`src/rtl/cfg_chain_shifter.sv`:
```
// cfg_chain_shifter: serial configuration-chain master.
// Shifts a CHAIN_LEN-bit word MSB-first out on config_in under a divided
// config_clk. It captures config_out on every rising config_clk, then strobes
// config_load. The captured word appears on data_out together with done.
// Ports:
//   S_AXI_ACLK / S_AXI_ARESETN : system clock, async active-low reset
//   start, data_in             : one-cycle request and word to shift
//   busy, done, data_out       : transfer status and captured readback
//   config_clk/in/load         : serial pins driven to the chain
//   config_out                 : serial readback from the chain
module cfg_chain_shifter #(
  parameter int unsigned CHAIN_LEN = 64,
  parameter int unsigned CLK_DIV   = 4
) (
  input  logic                 S_AXI_ACLK,
  input  logic                 S_AXI_ARESETN,
  input  logic                 start,
  input  logic [CHAIN_LEN-1:0] data_in,
  output logic                 busy,
  output logic                 done,
  output logic [CHAIN_LEN-1:0] data_out,
  output logic                 config_clk,
  output logic                 config_in,
  output logic                 config_load,
  input  logic                 config_out
);

  localparam int unsigned BIT_W = $clog2(CHAIN_LEN + 1);
  localparam int unsigned DIV_W = $clog2(CLK_DIV + 1);

  typedef enum logic [2:0] {
    IDLE     = 3'd0,
    SHIFT_LO = 3'd1,
    SHIFT_HI = 3'd2,
    SETTLE   = 3'd3,
    LOAD     = 3'd4
  } state_e;

  state_e               state_q, state_d;
  logic [CHAIN_LEN-1:0] tx_q, tx_d;
  logic [CHAIN_LEN-1:0] rx_q, rx_d;
  logic [BIT_W-1:0]     bit_q, bit_d;
  logic [DIV_W-1:0]     div_q, div_d;
  logic                 busy_q, busy_d;
  logic                 done_q, done_d;
  logic [CHAIN_LEN-1:0] dout_q, dout_d;
  logic                 cclk_q, cclk_d;
  logic                 cin_q, cin_d;
  logic                 load_q, load_d;

  logic                 div_last_c;
  logic [BIT_W-1:0]     bit_inc_c;

  assign div_last_c = (div_q == DIV_W'(CLK_DIV - 1));
  assign bit_inc_c  = bit_q + BIT_W'(1);

  // State and datapath registers
  always_ff @(posedge S_AXI_ACLK or negedge S_AXI_ARESETN) begin
    if (!S_AXI_ARESETN) begin
      state_q <= IDLE;
      tx_q    <= '0;
      rx_q    <= '0;
      bit_q   <= '0;
      div_q   <= '0;
      busy_q  <= 1'b0;
      done_q  <= 1'b0;
      dout_q  <= '0;
      cclk_q  <= 1'b0;
      cin_q   <= 1'b0;
      load_q  <= 1'b0;
    end else begin
      state_q <= state_d;
      tx_q    <= tx_d;
      rx_q    <= rx_d;
      bit_q   <= bit_d;
      div_q   <= div_d;
      busy_q  <= busy_d;
      done_q  <= done_d;
      dout_q  <= dout_d;
      cclk_q  <= cclk_d;
      cin_q   <= cin_d;
      load_q  <= load_d;
    end
  end

  // Next-state and registered-output logic
  always_comb begin
    state_d = state_q;
    tx_d    = tx_q;
    rx_d    = rx_q;
    bit_d   = bit_q;
    div_d   = div_q;
    busy_d  = busy_q;
    done_d  = 1'b0;
    dout_d  = dout_q;
    cclk_d  = cclk_q;
    cin_d   = cin_q;
    load_d  = load_q;

    unique case (state_q)
      IDLE: begin
        // A start coinciding with done is dropped; the next cycle may start.
        if (start && !done_q) begin
          tx_d    = data_in;
          bit_d   = '0;
          div_d   = '0;
          busy_d  = 1'b1;
          cclk_d  = 1'b0;
          cin_d   = data_in[CHAIN_LEN-1];
          state_d = SHIFT_LO;
        end
      end
      SHIFT_LO: begin
        if (div_last_c) begin
          // Readback is sampled on the same edge that raises config_clk.
          div_d   = '0;
          cclk_d  = 1'b1;
          rx_d    = {rx_q[CHAIN_LEN-2:0], config_out};
          state_d = SHIFT_HI;
        end else begin
          div_d = div_q + DIV_W'(1);
        end
      end
      SHIFT_HI: begin
        if (div_last_c) begin
          div_d  = '0;
          bit_d  = bit_inc_c;
          cclk_d = 1'b0;
          // config_in only moves on the falling edge, keeping setup/hold wide.
          if (bit_inc_c < BIT_W'(CHAIN_LEN)) begin
            tx_d    = {tx_q[CHAIN_LEN-2:0], 1'b0};
            cin_d   = tx_q[CHAIN_LEN-2];
            state_d = SHIFT_LO;
          end else begin
            cin_d   = 1'b0;
            state_d = SETTLE;
          end
        end else begin
          div_d = div_q + DIV_W'(1);
        end
      end
      SETTLE: begin
        if (div_last_c) begin
          div_d   = '0;
          load_d  = 1'b1;
          state_d = LOAD;
        end else begin
          div_d = div_q + DIV_W'(1);
        end
      end
      LOAD: begin
        if (div_last_c) begin
          div_d   = '0;
          load_d  = 1'b0;
          busy_d  = 1'b0;
          done_d  = 1'b1;
          dout_d  = rx_q;
          state_d = IDLE;
        end else begin
          div_d = div_q + DIV_W'(1);
        end
      end
      default: state_d = IDLE;
    endcase
  end

  assign busy        = busy_q;
  assign done        = done_q;
  assign data_out    = dout_q;
  assign config_clk  = cclk_q;
  assign config_in   = cin_q;
  assign config_load = load_q;

endmodule

```
`config.mk`:
```
export PLATFORM = sky130hd
export DESIGN_NAME = cfg_chain_shifter
export DESIGN_NICKNAME = d
export VERILOG_FILES = /design/src/rtl/cfg_chain_shifter.sv
export SDC_FILE = /design/constraint.sdc
export NUM_CORES = 1
export LEC_CHECK = 0
export CAP_MARGIN = 20
export CORE_UTILIZATION = 28
export DETAILED_ROUTE_END_ITERATION = 10
export PLACE_DENSITY = 0.57
export SLEW_MARGIN = 15
export SYNTH_ARGS = -nofsm -noshare
export SYNTH_HDL_FRONTEND = slang
export SYNTH_SLANG_ARGS = --single-unit
```
`constraint.sdc`:
```
create_clock -name S_AXI_ACLK -period 4.8 [get_ports S_AXI_ACLK]
set_input_delay 1.44 -clock S_AXI_ACLK [delete_from_list [all_inputs] [get_ports S_AXI_ACLK]]
set_output_delay 1.44 -clock S_AXI_ACLK [all_outputs]
set_load 0.03 [all_outputs]
```
; Word-level counts from Yosys, hierarchy flattened
; Cells that the tools add are included.
[totals]
in_bits = 68
output_inout_bits = 69
word_cells = 73
regBits = 209
[op_classes]
add_sub_neg = 2
eq_ne = 11
n_reduce_logical = 18
n_mux = 30
n_lt_le_gt_ge = 1
[op_table]
columns = cell, n
row1 = $mux 63, 3
row2 = $pmux 63 s2, 1
row3 = $mux 3, 7
row4 = $pmux 3 s5, 1
row5 = $mux 7, 2
row6 = $pmux 7 s2, 1
row7 = $ne 2x2->1 const B, 6
row8 = $eq 3x2->1 const B, 3
row9 = $mux 1, 9
row10 = $reduce_and 3->1, 3
row11 = $reduce_and 4->1, 2
row12 = $reduce_bool 2->1, 4
row13 = $add 7x1->7 const B, 1
row14 = $lt 7x7->1 const B, 1
row15 = $pmux 1 s2, 3
row16 = $pmux 3 s2, 1
row17 = $reduce_and 2->1, 3
row18 = $reduce_and 5->1, 1
row19 = $reduce_or 4->1, 1
row20 = $add 3x1->3 const B, 1
row21 = $eq 3x1->1 const B, 1
row22 = $eq 3x3->1 const B, 1
row23 = $logic_not 3->1, 1
row24 = $pmux 1 s3, 1
row25 = 4 further kinds, 4

; Logic depth before layout (Yosys ltp)
; Gate-level depths: netlist of the first run.
[logic_depth]
ltp_word = 5
depth_mapped = 7
ltp_nobuf = 5

; Least setup slack after synthesis of the first run
; OpenSTA, ideal clock, no wires.
[synth_path]
path_type = input port to flip-flop
from = input start
to = register tx_q[41]
setup_time_ns = 0.128
arrival_time_ns = 2.806
slack_ns = 1.866
path_stages = 5
n_path_buf = 1
t_required_ns = 4.672
cell_sequence = or4b_4 -> o22ai_4 -> nand3_4 -> buf_4 -> mux2_1
[synth_via]
elab_chain_len = 3
[synth_rtl]
columns = element, line
row1 = start: declaration, 17  ; input logic start,
row2 = $logic_and 1x1->1, 103  ; if (start && !done_q) begin
row3 = $ne 2x2->1 (no line), n/a
row4 = $reduce_and 4->1 (no line), n/a
row5 = end signal: assignment, 73  ; tx_q <= tx_d;
row6 = end: declaration, 40  ; logic [CHAIN_LEN-1:0] tx_q, tx_d;
; Every way passes these cells.
; A chain may end at the register's enable or synchronous reset.

; Worst setup path in the final report of the first run
[layout_path]
from = input start
to = register tx_q[12]
; Same word-level chain as after synthesis.

==> results of run 1 <==
[state kept, by name, indices dropped and copies added, names as in the netlist]
register / cells
data_out: 64
done: 1
state_q: 3
div_q: 3
busy: 1
rx_q: 64
tx_q: 63
bit_q: 7
config_in: 1
config_load: 1
config_clk: 1
[cell usage after synthesis (all sizes together), types with 2 or more instances]
| cell type | n |
|---|---|
| inv | 4 |
| mux2 | 190 |
| nor2 | 11 |
| a21o | 2 |
| o21ai | 6 |
| a211oi | 2 |
| o31ai | 2 |
| or3 | 2 |
| nor4 | 2 |
| clkbuf | 21 |
| nor3b | 3 |
| nand2 | 192 |
| nor3 | 5 |
| nand3 | 8 |
| buf | 20 |
| dfrtp | 209 |
| a21oi | 11 |
| xnor2 | 3 |
| ha | 2 |
[final cells by class]
cell class / count / share of cell area [%]
Inverter: 4 / 0.131
Tap cell: 396 / 4.31
Multi-Input combinational cell: 457 / 29.7
Clock inverter: 7 / 1.12
Timing Repair Buffer: 144 / 12.7
Sequential cell: 209 / 45.5
Clock buffer: 39 / 6.51
[power breakdown]
group / leakage [µW] / total [µW] / switching [µW] / internal (µW)
Combinational: 0.00229 / 1230 / 632 / 595
Sequential: 0.00277 / 2320 / 208 / 2110
Clock: 0.000431 / 1970 / 733 / 1240
Total: 0.00549 / 5510 / 1570 / 3940
[logic make-up (layout without fill, tap and decap cells)]
family | after synthesis | after routing | synth area share, %
and+or+nand+nor | 232 | 232 | 10.9
DFF | 209 | 209 | 59.2
muxes | 191 | 191 | 24.7
buffers and inverters | 45 | 194 | 2.48
AOI/OAI and AO/OA | 28 | 28 | 2.07
xor gates and xnor gates | 4 | 4 | 0.396
adders and majority gates | 2 | 2 | 0.283
[through the flow]
step	hold slack, ns	instance area [µm²]	cells
2_1_floorplan	0.464	8840	711
3_3_place_gp	0.473	10600	1209
3_5_place_dp	0.481	10600	1209
4_1_cts	0.494	11500	1255
5_1_grt	0.508	11500	1256
6_report	0.487	11500	1256
[worst max-delay path: stages]
cell             delay [ns]
clkdlybuf4s50_1        0.49
or4b_4                 0.52
o22ai_4                0.25
nand3_4                0.08
buf_4                  0.38
mux2_1                 0.44
[cells in the final DEF, fill, tap and decap left out, drive strengths merged, types with 2 or more instances in the layout]
master / n
nand3: 8
nor2: 11
buf: 9
bufinv: 3
a211oi: 2
clkbuf: 39
o21ai: 6
a21o: 2
ha: 2
clkdlybuf4s50: 135
dfrtp: 209
or3: 2
clkinv: 2
nor3: 5
o31ai: 2
mux2: 190
inv: 6
a21oi: 11
nor4: 2
nor3b: 3
xnor2: 3
nand2: 192
[how the worst max path moves through the flow]
stage	startpoint	cells after the start	slack, ns	to
2_1_floorplan	start	5	1.87	tx_q[41]
3_3_place_gp	start	6	1.04	tx_q[7]
3_5_place_dp	start	6	0.99	tx_q[12]
4_1_cts	start	6	1.56	tx_q[18]
5_1_grt	state_q[2]	6	1.45	tx_q[61]
6_report	start	6	1.53	tx_q[12]
[layer usage]
layer,vias up,GRT usage (%)
met2,131,17.0
li1,2665,-
met3,29,3.93
met5,-,0
met1,2717,15.9
met4,0,2.90
==> metrics.yaml, run 1 <==
status:
  status: "finished, violations left"
  violations: "design-rule violations"
logic_synthesis:
  async_flop_share_pct: 100
  ys_warn_count: 0
  synth_top_area_cell: "dfrtp_1"
  ys.flop_type: "dfrtp_1"
  synth_top_area_share_pct: 59.2
  yosys-top-cells-area: "dfrtp_1, mux2_2, nand2_1"
  synth_edf_count: 0
  syn-num-nets: 781
  avgSynthCellArea_um2: 12.4
  synthDistinctLibCells: 41
  syn_inst: 711
  syn_area_um2: 8840
  ys_seq_elements: 209
  ys_seq_area_share_pct: 59.2
clock_network:
  htree_levels: 1
  clockRootBuffer: "clkbuf_16"
  clockBufferDepth: 3
  ctsHoldBuffers: 0
  ctsResizeCount: 0
  cts_tree: "done"
  cts-buffers-inserted: 25
  cts.sinks: 209
  insertion_delay_ns: 0.52
  clk_pin_slew_ns: 0.06
  cts_setup_buffers: 0
timing:
  tns_ns: 0
  tightest_slew_ns: 0.913
  worst_slack_ns: 1.53
  clock_skew_ns: 0.0154
  slew_headroom_pct: 39.2
  drv_slew: 0
  fin_crit_sh_pct: 68.2
  min_period_ns: 3.27
  rsz0062_at_grt: "false"
  finalHoldViolations: 0
  max_freq_mhz: 305
  setup_violations: 0
min_path:
  hold_depth: 1
  hold_end: "tx_q[1]"
  hp-class: "register to register"
  hold_start: "tx_q[1]"
setup_path:
  critical_path.max_fanout: 63
  r2r_slack_ns: 1.69
  required_ns: 5.20
  arrival_ns: 3.67
  cp-end-kind: "register"
  startpoint_type: "input port"
  r2r_cells: 6
  r2r_end: "tx_q[12]"
  worstSetupPathType: "input port to register"
  r2r_start: "state_q[2]"
detailed_routing:
  drt-total-wl_mm: 18.2
  wl_met2_mm: 7.58
  antenna_left: 0
  met1_length_mm: 8.73
  num_vias: 5542
  vias_per_cell: 4.41
  drt-initial-drc-count: 192
  top_layer: "met4"
  first_pass_iters: 9
  post-route-drc-count: 12
  wire_per_inst_um: 14.5
  met3_length_mm: 1.51
grt:
  grt_pass1_vias: 5800
  grt_usage_pct: 11.4
  grt_antenna_before_repair: 0
  grt_max_degree: 110
  grt_pass1_wl_mm: 30.9
  globalRoute.totalOverflow: 0
floorplanning:
  die-area_um2: 32300
  fp.coreArea_um2: 30800
  fp-row-count: 64
  ios: 137
  die_h_um: 180
  dieWidth_um: 180
  start_util_pct: 28.7
finish:
  drive_gt1_share_pct: 23.0
  syn_to_final_growth_pct: 30.0
  regArea_um2: 5230
  n_antenna_cell: 0
  multiInputGateArea_um2: 3410
  final_util_pct: 37.3
  fillers: 2937
  nNetsFinal: 911
pwr:
  power_density_nw_per_um2: 480
  finalPower_uw: 5510
  leakagePower_uw: 0.00549
  ir_worst_vdd_uv: 252
place:
  dp_hpwl_mm: 11.0
  routabilityCongestion: 0.730
  io_buffers: 136
  dpl_worst_slack_ns: 0.988
job:
  cap_violations: 0
Note: power is estimated with default switching activity, not from simulation.
==> run 2, diff against run 1 <==
--- a/config.mk
+++ b/config.mk
@@ -8,7 +8,7 @@
 export CAP_MARGIN = 20
 export CORE_UTILIZATION = 28
 export DETAILED_ROUTE_END_ITERATION = 10
-export PLACE_DENSITY = 0.57
+export PLACE_DENSITY = 0.59
 export SLEW_MARGIN = 15
 export SYNTH_ARGS = -nofsm -noshare
 export SYNTH_HDL_FRONTEND = slang
==> constraint.sdc (replaced) <==
create_clock -name S_AXI_ACLK -period 2.6 [get_ports S_AXI_ACLK]
set_input_delay 0.78 -clock S_AXI_ACLK [delete_from_list [all_inputs] [get_ports S_AXI_ACLK]]
set_output_delay 0.78 -clock S_AXI_ACLK [all_outputs]
set_load 0.03 [all_outputs]
==> run 2 against run 1 <==
The run still ends with design-rule violations left. Utilization grew 0.32 points. Die area unchanged. Global-route usage rose by 0.25 points. Final area up 0.86%. Clock-buffer cell count shrank 8. Worst hold slack lost 0.29 ns. Sequential share of layout area decreased by 0.39 points. Final cell count is 0.96% higher. First-iteration DRC count up 31%. Sequential power up 82%. Via count increased by 1.6%. Register-to-register slack worse by 1.5 ns. Critical path type is now register to primary output. Critical endpoint is now config_load.
==> metrics.yaml, run 2 (synthesized netlist as in run 1, its figures left out) <==
grt:
  globalRoute.totalOverflow: 0  # unchanged
  grt_max_degree: 68  # -38%
  grt_antenna_before_repair: 0  # unchanged
  grt_pass1_wl_mm: 31.5  # +1.9%
  grt_pass1_vias: 6019  # +3.8%
  grt_usage_pct: 11.7  # +0.25 points
pwr:
  leakagePower_uw: 0.00554  # +0.94%
  ir_worst_vdd_uv: 406  # +61%
  power_density_nw_per_um2: 870  # +81%
detailed_routing:
  met1_length_mm: 8.82  # +1.0%
  post-route-drc-count: 14  # +2
  drt-initial-drc-count: 251  # +31%
  top_layer: "met4"
  wl_met2_mm: 7.76  # +2.4%
  wire_per_inst_um: 14.6  # +0.90%
  num_vias: 5630  # +1.6%
  vias_per_cell: 4.44  # +0.63%
  met3_length_mm: 1.54  # +1.6%
  drt-total-wl_mm: 18.6  # +1.9%
  first_pass_iters: 9  # unchanged
  antenna_left: 0  # unchanged
setup_path:
  required_ns: 1.82  # -3.38 ns
  critical_path.max_fanout: 3  # -95%
  path_cells: "clkdlybuf4s50_1"
  cpPeakStageDelay_ns: 0.76  # +0.24 ns
  worstSetupPathType: "register to primary output"
  arrival_ns: 1.65  # -2.02 ns
  startpoint_type: "register"
  cp-end-kind: "primary output"
  path_buf_inv: 1  # -1
  crit_family: "buffers and inverters"
  cpMaxStageDelayCell: "clkdlybuf4s50_1"
floorplanning:
  start_util_pct: 28.7  # unchanged
  die_h_um: 180  # unchanged
  dieWidth_um: 180  # unchanged
  fp-row-count: 64  # unchanged
  ios: 137  # unchanged
  die-area_um2: 32300  # unchanged
  fp.coreArea_um2: 30800  # unchanged
timing:
  tns_ns: 0  # unchanged
  min_period_ns: 2.43
  tightest_slew_ns: 0.729  # -0.184 ns
  slew_headroom_pct: 51.4  # +12 points
  fin_crit_sh_pct: 93.3
  clock_skew_ns: 0.0150  # -0.000383 ns
  rsz0062_at_grt: "false"
  drv_slew: 0  # unchanged
  finalHoldViolations: 0  # unchanged
  max_freq_mhz: 412
  setup_violations: 0  # unchanged
finish:
  mostFrequentLayoutCell: "dfrtp_1"
  fillers: 2965  # +0.95%
  drive_gt1_share_pct: 24.4  # +1.4 points
  n_antenna_cell: 0  # unchanged
  nNetsFinal: 924  # +1.4%
  syn_to_final_growth_pct: 31.1
  finalInstanceArea_um2: 11600  # +0.86%
  final_cell_mix: "dfrtp_1, nand2_1, clkdlybuf4s50_1, mux2_2, mux2_1"
clock_network:
  cts_tree: "done"
  clockRootBuffer: "clkbuf_16"
  insertion_delay_ns: 0.52  # about the same
  clk_pin_slew_ns: 0.06  # about the same
  ctsResizeCount: 0  # unchanged
  cts-buffers-inserted: 24  # -4.0%
  ctsHoldBuffers: 0  # unchanged
  htree_levels: 1  # unchanged
  cts_setup_buffers: 0  # unchanged
  clockBufferDepth: 3  # unchanged
  cts.sinks: 209  # unchanged
place:
  routabilityCongestion: 0.714  # -2.2%
  placed_cell_area_um2: 10800  # +1.8%
  io_buffers: 136  # unchanged
  dp_hpwl_mm: 11.5  # +5.2%
min_path:
  hp-class: "input port to asynchronous set/reset pin"
status:
  violations: "design-rule violations"
  status: "finished, violations left"
job:
  cap_violations: 0  # unchanged
-- run 2: power breakdown --
group	internal (µW)	leakage, µW	switching, µW
logic	1180	0.00238	1240
registers	3890	0.00277	332
clock network	2090	0.000395	1360
total	7150	0.00554	2930
-- run 2: through the flow --
stage               hold slack [ns]  total power (µW)  instances  setup WS [ns]  util [%]
floorplan                     0.464              6010        711          0.326         -
global placement              0.468              6660       1224         -0.162      34.9
detailed placement            0.473              6750       1224         -0.191      34.9
CTS                           0.201             10300       1268          0.149      37.6
global route                  0.227             10700       1268          0.108      37.6
finish                        0.201             10100       1268          0.173      37.6
-- run 2: area by class of cell --
cell class,instances,area (µm²),share of cell area [%]
clock inverters,13,159,1.37
multi-input cells,457,3410,29.5
flip-flops and latches,209,5230,45.1
inverters,4,15.0,0.130
repair buffers,158,1620,14.0
well taps,396,495,4.28
clock buffers,31,657,5.67
-- run 2: worst paths after layout --
check	endpoint	slack (ns)	depth (start not counted)	startpoint
worst max-delay path	config_load	0.17	1	config_load
min in group S_AXI_ACLK	busy	0.48	1	busy
worst max register to register	tx_q[11]	0.24	5	state_q[0]
max in group asynchronous	tx_q[19]	1.75	2	S_AXI_ARESETN
worst min register to register	busy	0.48	1	busy
worst min-delay path	rx_q[28]	0.20	1	S_AXI_ARESETN
-- run 2: routing by layer --
metal	vias to the layer above	track usage [%]
li1	2689	-
met4	0	2.79
met1	2778	16.1
met3	34	4.07
met5	-	0
met2	129	17.5
